[src/rtl/prefetch_arbiter_pkg.sv]
// Shared types and helpers for the three-way L2 port arbiter.
package arb_pkg;

    localparam int unsigned ADDR_W     = 32;
    localparam int unsigned LINE_W     = 256;
    localparam int unsigned LINE_BYTES = 32;

    typedef enum logic [1:0] {
        IDLE     = 2'd0,
        SERVE_D  = 2'd1,
        SERVE_I  = 2'd2,
        SERVE_PF = 2'd3
    } arb_state_t;

    // One request as presented on the L2 port.
    typedef struct packed {
        logic              read;
        logic              write;
        logic [ADDR_W-1:0] addr;
        logic [LINE_W-1:0] wdata;
    } l2_req_t;

    // Address of the line following the one containing addr.
    function automatic logic [ADDR_W-1:0] next_line(input logic [ADDR_W-1:0] addr);
        return (addr & ~ADDR_W'(LINE_BYTES - 1)) + ADDR_W'(LINE_BYTES);
    endfunction

endpackage

[src/rtl/prefetch_arbiter.sv]
// Shares the L2 port between icache, dcache and a next-line instruction prefetcher.
module prefetch_arbiter
    import arb_pkg::*;
#(
    parameter bit          PF_ENABLE   = 1'b1,
    parameter int unsigned OFFSET_BITS = 5
) (
    input  logic                clk,
    input  logic                reset,
    input  logic                i_pmem_read,
    input  logic [ADDR_W-1:0]   i_pmem_address,
    output logic                i_pmem_resp,
    output logic [LINE_W-1:0]   i_pmem_rdata,
    input  logic                d_pmem_read,
    input  logic                d_pmem_write,
    input  logic [ADDR_W-1:0]   d_pmem_address,
    input  logic [LINE_W-1:0]   d_pmem_wdata,
    output logic                d_pmem_resp,
    output logic [LINE_W-1:0]   d_pmem_rdata,
    output logic                ab_pmem_read,
    output logic                ab_pmem_write,
    output logic [ADDR_W-1:0]   ab_pmem_address,
    output logic [LINE_W-1:0]   ab_pmem_wdata,
    input  logic                ab_pmem_resp,
    input  logic [LINE_W-1:0]   ab_pmem_rdata,
    output logic [ADDR_W-1:0]   prefetch_addr,
    input  logic                prefetch_present
);

    localparam int unsigned TAG_W = ADDR_W - OFFSET_BITS;

    arb_state_t        state, state_n;
    logic              last_d, last_d_n;
    logic              pf_valid, pf_valid_n;
    logic [ADDR_W-1:0] pf_addr, pf_addr_n;
    l2_req_t           req;

    logic              d_req;
    logic              i_req;
    logic [TAG_W-1:0]  i_line;
    logic [TAG_W-1:0]  pf_line;

    assign d_req   = d_pmem_read | d_pmem_write;
    assign i_req   = i_pmem_read;
    assign i_line  = i_pmem_address[ADDR_W-1:OFFSET_BITS];
    assign pf_line = pf_addr[ADDR_W-1:OFFSET_BITS];

    // Control registers; reset abandons any in-flight L2 access.
    always_ff @(posedge clk) begin
        if (reset) begin
            state    <= IDLE;
            last_d   <= 1'b0;
            pf_valid <= 1'b0;
            pf_addr  <= '0;
        end else begin
            state    <= state_n;
            last_d   <= last_d_n;
            pf_valid <= pf_valid_n;
            pf_addr  <= pf_addr_n;
        end
    end

    // Grant decision, prefetch bookkeeping and owner-steered L2 port.
    always_comb begin
        state_n     = state;
        last_d_n    = last_d;
        pf_valid_n  = pf_valid;
        pf_addr_n   = pf_addr;
        req         = '0;
        i_pmem_resp = 1'b0;
        d_pmem_resp = 1'b0;

        case (state)
            IDLE: begin
                // D wins alone or when I was served last; I otherwise.
                if (d_req && (!i_req || !last_d)) begin
                    state_n  = SERVE_D;
                    last_d_n = 1'b1;
                end else if (i_req) begin
                    state_n  = SERVE_I;
                    last_d_n = 1'b0;
                    // The icache fetches the pending line itself.
                    if (i_line == pf_line) begin
                        pf_valid_n = 1'b0;
                    end
                end else if (pf_valid) begin
                    if (prefetch_present) begin
                        pf_valid_n = 1'b0;
                    end else begin
                        state_n = SERVE_PF;
                    end
                end
            end

            SERVE_D: begin
                req.read    = d_pmem_read;
                req.write   = d_pmem_write;
                req.addr    = d_pmem_address;
                req.wdata   = d_pmem_wdata;
                d_pmem_resp = ab_pmem_resp;
                if (ab_pmem_resp) begin
                    state_n = IDLE;
                end
            end

            SERVE_I: begin
                req.read    = i_pmem_read;
                req.addr    = i_pmem_address;
                i_pmem_resp = ab_pmem_resp;
                if (ab_pmem_resp) begin
                    state_n = IDLE;
                    // Queue the next line, except past the top of memory.
                    if (PF_ENABLE && i_pmem_read && !(&i_line)) begin
                        pf_addr_n  = next_line(i_pmem_address);
                        pf_valid_n = 1'b1;
                    end
                end
            end

            SERVE_PF: begin
                req.read = 1'b1;
                req.addr = pf_addr;
                if (ab_pmem_resp) begin
                    state_n    = IDLE;
                    pf_valid_n = 1'b0;
                end
            end

            default: state_n = IDLE;
        endcase
    end

    assign ab_pmem_read    = req.read;
    assign ab_pmem_write   = req.write;
    assign ab_pmem_address = req.addr;
    assign ab_pmem_wdata   = req.wdata;

    assign i_pmem_rdata  = ab_pmem_rdata;
    assign d_pmem_rdata  = ab_pmem_rdata;
    assign prefetch_addr = pf_addr;

endmodule

[config.mk]
export PLATFORM = sky130hd
export DESIGN_NAME = prefetch_arbiter
export DESIGN_NICKNAME = d
export VERILOG_FILES = /design/src/rtl/prefetch_arbiter_pkg.sv /design/src/rtl/prefetch_arbiter.sv
export SDC_FILE = /design/constraint.sdc
export NUM_CORES = 1
export LEC_CHECK = 0
export CORE_AREA = 3 3 558 560
export DETAILED_ROUTE_END_ITERATION = 10
export DIE_AREA = 0 0 561 563
export PLACE_DENSITY = 0.3
export REMOVE_ABC_BUFFERS = 1
export SYNTH_ARGS = -nofsm -noshare
export SYNTH_HDL_FRONTEND = slang
export SYNTH_SLANG_ARGS = --single-unit
export TNS_END_PERCENT = 10
[constraint.sdc]
create_clock -name clk -period 3.8 [get_ports clk]
set_input_delay 0.95 -clock clk [delete_from_list [all_inputs] [get_ports clk]]
set_output_delay 0.95 -clock clk [all_outputs]
set_load 0.01 [all_outputs]
## Word-level counts from Yosys, hierarchy flattened

Cells that the tools add are included.

| word-level totals | value |
|---|---|
| register bits after elaboration | 36 |
| input bits | 583 |
| output and inout bits | 836 |
| word-level logic and storage cells | 56 |

| cells by class | value |
|---|---|
| $add $sub $neg | 1 |
| equal/unequal tests | 12 |
| mux-type cells | 23 |
| bitwise logic cells | 1 |
| reduce and logical (&&, ||, !) cells | 15 |

Operator list:

| kind | number |
|---|---|
| $mux W256 | 1 |
| $pmux W32 S3 | 1 |
| $add A32 B6 Y32 const B | 1 |
| $eq A27 B27 Y1 | 1 |
| $reduce_and A27 Y1 | 1 |
| $mux W1 | 13 |
| $mux W2 | 5 |
| $ne A2 B2 Y1 const B | 4 |
| $ne A4 B4 Y1 const B | 2 |
| $pmux W1 S3 | 2 |
| $reduce_and A3 Y1 | 2 |
| $reduce_and A6 Y1 | 1 |
| $eq A2 B2 Y1 const B | 2 |
| $pmux W2 S2 | 1 |
| $logic_not A1 Y1 | 3 |
| $ne A3 B3 Y1 const B | 1 |
| $reduce_bool A3 Y1 | 1 |
| $reduce_or A3 Y1 | 1 |
| $eq A2 B1 Y1 const B | 1 |
| $logic_and A1 B1 Y1 | 2 |
| $logic_not A2 Y1 | 1 |
| $ne A2 B1 Y1 const B | 1 |
| $reduce_and A2 Y1 | 1 |
| $reduce_bool A2 Y1 | 1 |
| other kinds (2) | 2 |

## Depth between registers and ports, before layout

Gate-level depths: netlist of the first run.

| logic depth | value |
|---|---|
| depth after elaboration | 6 |
| gate-level depth with buffers | 8 |

## Least setup slack after synthesis of the first run

No wires, ideal clock.

| timing path | value |
|---|---|
| kind | reg-to-output |
| start point | reg state[0] |
| end point | out ab_pmem_wdata[100] |
| arrival time | 1.681 ns |
| path slack | 1.169 ns |
| stages on the path, launching flop included | 7 |
| cell sequence | dfxtp_1 > clkbuf_1 > nor2b_1 > clkbuf_1 > clkbuf_1 > clkbuf_1 > and2_1 |

| between the ends | value |
|---|---|
| longest elaborated chain between the ends | 2 |

RTL lines:

| element | RTL line | RTL |
|---|---|---|
| start: declaration | prefetch_arbiter.sv:32 | `arb_state_t state, state_n;` |
| start signal: assignment | prefetch_arbiter.sv:56 | `state <= state_n;` |
| $eq A2 B1 Y1 | prefetch_arbiter.sv:73 | `case (state)` |
| $mux W256 | prefetch_arbiter.sv:73 |  |
| end: declaration | prefetch_arbiter.sv:23 | `output logic [LINE_W-1:0] ab_pmem_wdata,` |

No other way between the ends.

## Worst setup path in the final report of the first run

| timing path | value |
|---|---|
| start point | in d_pmem_wdata[90] |
| end point | out ab_pmem_wdata[90] |

| between the ends | value |
|---|---|
| longest elaborated chain between the ends | 1 |

RTL lines:

| element | RTL line | RTL |
|---|---|---|
| start: declaration | prefetch_arbiter.sv:17 | `input logic [LINE_W-1:0] d_pmem_wdata,` |
| $mux W256 | prefetch_arbiter.sv:73 |  |

No other way between the ends.

==> results of run 1 <==
state kept, by name (all words and copies together) (netlist names):
| register | flops |
|---|---|
| state | 2 |
| pf_valid | 1 |
| last_d | 1 |
| prefetch_addr | 27 |
per-stage QoR:
step	instance area (um^2)	std cells
after CTS	18000	5339
final	18100	5380
after global placement	17800	5331
after floorplan	4160	558
after detailed placement	17800	5331
after global routing	18000	5349
area by class of cell:
type	count	area (um^2)
Clock buffer	6	139
Clock inverter	2	35.0
Fill cell	36100	288000
Timing Repair Buffer	673	8480
Multi-Input combinational cell	522	3540
Sequential cell	31	622
Tap cell	4100	5130
Inverter	5	18.8
Antenna cell	41	103
layout by cell type (no fill, tap or decap), types with 8 or more instances in the layout:
master and instances:
dfxtp_1 30, xnor2_1 15, diode_2 41, nand3_1 18, a211oi_1 27, nand4_1 8
nor2_1 43, xor2_1 36, buf_4 72, and2_1 260, mux2_2 27, clkdlybuf4s50_1 409
nand2_1 9, buf_12 192, nor4_1 8, a22o_1 32, nor3_1 10
power breakdown:
| group | switching, W | leakage, nW | internal (W) |
|---|---|---|---|
| logic | 0.00128 | 4.92 | 0.00126 |
| registers | 0.0000283 | 0.251 | 0.000335 |
| clock network | 0.000177 | 0.0871 | 0.000327 |
| total | 0.00148 | 5.25 | 0.00192 |
final timing paths:
kind,end,slack [ns],cells past startpoint
setup reg to reg,prefetch_addr[19],1.40,7
hold reg to reg,last_d,0.53,2
setup / recovery,ab_pmem_wdata[90],0.24,3
hold / removal,last_d,0.53,2
layer usage:
layer	wire, um	up-vias	GRT usage
li1	-	3331	-
met4	14300	202	0.0703
met2	194000	2649	0.422
met5	8500	-	0.173
met3	84200	366	0.241
met1	105000	5387	0.186
logic make-up (layout without fill, tap and decap cells):
group,after synthesis,in the layout,share of synthesized area
buffers and inverters,583,686,0.501
AND/OR/NAND/NOR,365,365,0.260
AO/OA/AOI/OAI,72,72,0.0703
XOR/XNOR,51,51,0.0541
flip-flops,31,31,0.0751
multiplexers,28,28,0.0380
adder cells (fa/ha/maj),1,1,0.00151
other,1,46,0.000454
worst max-delay path, stage by stage:
cell and delay, ns:
clkdlybuf4s50_1 0.66, and2_1 0.37, clkdlybuf4s50_1 0.62
==> results.cfg, run 1 <==
[logic_synthesis]
synth_cells = 1132
yosys-top-cells-area = buf_4 47%, and2_1 20%, dfxtp_1 7.5%, xor2_1 3.8%, mux2_2 3.7%
yosysWarnings = 0
syn-cell-area_um2 = 8260
synth-main-ff-cell = dfxtp_1
yosysUniqueCellTypes = 39
async_reset_ff_frac = 0
ys_seq_area_frac = 0.0751
synth_area_per_cell_um2 = 7.30
synth_edf_count = 0
yosysTopAreaCell = buf_4
yosys_register_bits = 31
yosys-top-cells-count = 517 x buf_4, 260 x and2_1, 53 x clkbuf_1, 43 x nor2_1, 36 x xor2_1
yosysTopAreaCellShare = 0.470
yosysMostFrequentCell = buf_4

[clock_network]
cts_max_level = 2
clkTransAtPathRegs_ns = 0.05
postCtsSetupRepairBufs = 0
cts_hold_buf = 0
clockBufferDepth = 2
clock-root-buffer = clkbuf_16
clock_latency_ns = 0.30
cts_buffers = 5
tritoncts = yes
post_cts_resized = 0
cts_sinks = 31

[floorplanning]
num_rows = 203
die_w_um = 561
ios = 1419
core_region_area_um2 = 306000
start_util = 0.0270
die_y_um = 563
dieArea_um2 = 316000

[global_routing]
track_usage = 0.248
gr-total-overflow = 0
grt_pass1_vias = 9584
grt_pass1_wl_um = 433000
grt_start_max_net_pins = 87
grt_antenna_before_repair = 265

[sta]
relSlewSlack = 0.360
hold_viol_final = 0
worst_pin_slew_ns = 0.956
fin_ws_ns = 0.241
hold_slack_ns = 0.529
rsz0062_at_grt = no
fin_crit_ns = 3.56
post-route-period-util = 0.937
fmax_mhz = 281
clock-skew-final_ns = 0.0107
setup_viol = 0
maxSlewViolCount = 0
fin_setup_tns_ns = 0

[detailed_routing]
firstDrtPassIters = 5
dr.first_iter.drc_count = 1136
vias = 11900
ant_nets = 0
wire_per_inst_um = 75.5
routed_wl_um = 406000
drc = 0
vias_per_cell = 2.22

[critical_path]
end_kind = primary output
startpoint = d_pmem_wdata[90]
cp.required_ns = 2.85
reg2reg_from = state[0]
startpoint_type = input pin
worst-setup-path-type = input pin to primary output
cp_data_arrival_time_ns = 2.61
critical_path.max_fanout = 1

[flow_run]
cap_violations = 0

[finish]
layout-drive-gt1-share = 0.248
final_nets = 1822
synthToLayoutAreaGrowth_pct = 119
postLayoutCoreUtil = 0.0590

[placement]
pre_cts_ws_ns = -0.0871
portBuffers = 645
gp_congestion = 0.882
dpl.hpwl_um = 381000

[min_path]
holdCritPathClass = register to register
hold_path_startpoint = last_d

[power_and_ir_drop]
pwr_density_cell_nw_per_um2 = 188
p_leak_nw = 5.25
power_w = 0.00340
max-vdd-ir-drop_v = 0.000136

[run_status]
status = finished clean
Note: power is estimated with default switching activity, not from simulation.
==> run 2, diff against run 1 <==
SKIP_LAST_GASP = 1   (was unset)
==> results of run 2 <==
Same layout as run 1: the final DEF is identical, and so are final timing and power.
==> run 3, diff against run 2 <==
CORE_AREA = 3 3 550 552   (was 3 3 558 560)
DIE_AREA = 0 0 553 555   (was 0 0 561 563)
clock period = 3.5 ns   (was 3.8 ns; I/O delays follow)
==> run 3 against run 2 <==
Compared with the run above:
- largest power group unchanged
- hold slack got worse by 0.031 ns
- via count fell by 1.8%
- utilization rose by 0.12 points
- die area fell by 2.8%
- cell count fell by 2.6%
- worst setup slack got worse by 0.14 ns
==> results.cfg, run 3 (synthesis results as in run 1) <==
[run_status]
status = finished clean

[sta]
fmax_mhz = 295
rsz0062_at_grt = yes
maxSlewViolCount = 0
setup_viol = 0
clock-skew-final_ns = 0.00425
hold_viol_final = 0
worst_pin_slew_ns = 0.909
fin_crit_ns = 3.39
post-route-period-util = 0.970
relSlewSlack = 0.392

[power_and_ir_drop]
p_leak_nw = 5.20
p_clk_frac = 0.117
power_w = 0.00353
max-vdd-ir-drop_v = 0.000135
swShare = 0.435
intPower_w = 0.00199
power_frac_comb = 0.773
p_sw_w = 0.00154
seqPwrFrac = 0.110
pwr_density_cell_nw_per_um2 = 197

[clock_network]
post_cts_resized = 1
tritoncts = yes
cts_max_level = 2
postCtsSetupRepairBufs = 0
cts_hold_buf = 0
cts_sinks = 31
clockBufferDepth = 2
cts_buffers = 5
clkTransAtPathRegs_ns = 0.05
clock_latency_ns = 0.29
clock-root-buffer = clkbuf_16

[floorplanning]
num_rows = 200
dieArea_um2 = 307000
start_util = 0.0278
core_region_area_um2 = 297000
ios = 1419
die_y_um = 555
die_w_um = 553

[finish]
final_common_cell = clkdlybuf4s50_1
num-fill-cells = 35100
final_cell_mix = 422 x clkdlybuf4s50_1, 260 x and2_1, 190 x buf_12, 60 x buf_4, 42 x nor2_1
layout-drive-gt1-share = 0.236
largest_register_ffs = 27
final_nets = 1822
synthToLayoutAreaGrowth_pct = 117
final_cells = 5238

[critical_path]
end_kind = register
critical_path.max_fanout = 7
cp.required_ns = 3.71
max_stage_delay_ns = 1.06
worst-setup-path-type = input pin to register
startpoint_type = input pin
cp_data_arrival_time_ns = 3.60
slowest_stage = clkdlybuf4s50_1
crit_chain = clkdlybuf4s50_1 > nand4_4 > or3_4 > or4_1 > xor2_1 > a211oi_2

[detailed_routing]
vias = 11700
firstDrtPassIters = 5
dr.first_iter.drc_count = 1312
wire_per_inst_um = 75.8
vias_per_cell = 2.24
ant_nets = 0
drc = 0
routed_wl_um = 397000

[min_path]
holdCritPathClass = register to register

[global_routing]
grt_start_max_net_pins = 102
grt_antenna_before_repair = 252
grt_pass1_vias = 9147
track_usage = 0.250
gr-total-overflow = 0
grt_pass1_wl_um = 423000

[placement]
dpl.hpwl_um = 372000
placed_cells = 5170
gp_congestion = 0.874
portBuffers = 645

[flow_run]
cap_violations = 0
-- run 3: changes by cell type in the layout (fill, tap and decap cells not counted), sizes merged --
cell,before,now
diode,41,62
clkdlybuf4s50,409,422
clkinv,1,0
buf,264,251
bufinv,1,0
-- run 3: stage by stage --
stage          setup TNS, ns    util  cell area, um^2  hold WS (ns)  worst slack [ns]
6_report                   0  0.0602            17900         0.498             0.105
5_1_grt              -0.0233  0.0598            17800         0.541           -0.0233
2_1_floorplan       -1156.34       -             4160         0.457             -4.37
3_3_place_gp           -2.43  0.0592            17600         0.484            -0.272
3_5_place_dp           -1.74  0.0592            17600         0.498            -0.236
4_1_cts               -0.216  0.0596            17700         0.510           -0.0717
-- run 3: path summary, 6_finish.rpt --
path,from,endpoint,cells after the start,slack (ns)
hold / removal,last_d,last_d,2,0.50
setup reg to reg,state[1],prefetch_addr[19],8,0.86
hold reg to reg,last_d,last_d,2,0.50
setup / recovery,i_pmem_address[13],prefetch_addr[26],6,0.11
-- run 3: final cells by class --
class                   instances  area, um^2  area share
repair buffers                673        8490       0.475
well taps                    3939        4930       0.276
multi-input cells             522        3540       0.198
flip-flops and latches         31         622      0.0348
diodes                         62         155     0.00867
clock buffers                   6         129     0.00720
inverters                       5        18.8     0.00105
-- run 3: worst max-delay path: cells and delay by family --
| family | cells | cell delay [ns] |
|---|---|---|
| xor gates and xnor gates | 1 | 0.17 |
| buffers and inverters | 1 | 1.06 |
| and+or+nand+nor | 3 | 1.28 |
| AOI/OAI and AO/OA | 1 | 0.22 |
-- run 3: power by group through the flow --
stage | Sequential [W] | Combinational (W) | Clock (W)
2_1_floorplan | 0.000397 | 0.000530 | 0
3_5_place_dp | 0.000398 | 0.00285 | 0
5_1_grt | 0.000391 | 0.00283 | 0.000436
3_3_place_gp | 0.000398 | 0.00287 | 0
4_1_cts | 0.000391 | 0.00287 | 0.000418
6_report | 0.000388 | 0.00273 | 0.000414
-- run 3: metal layers --
| metal | vias to the layer above | GRT usage | part of all wire |
|---|---|---|---|
| met1 | 5202 | 0.186 | 0.26 |
| met3 | 377 | 0.243 | 0.20 |
| met5 | - | 0.173 | 0.020 |
| met4 | 159 | 0.0827 | 0.042 |
| li1 | 3361 | - | - |
| met2 | 2618 | 0.421 | 0.47 |
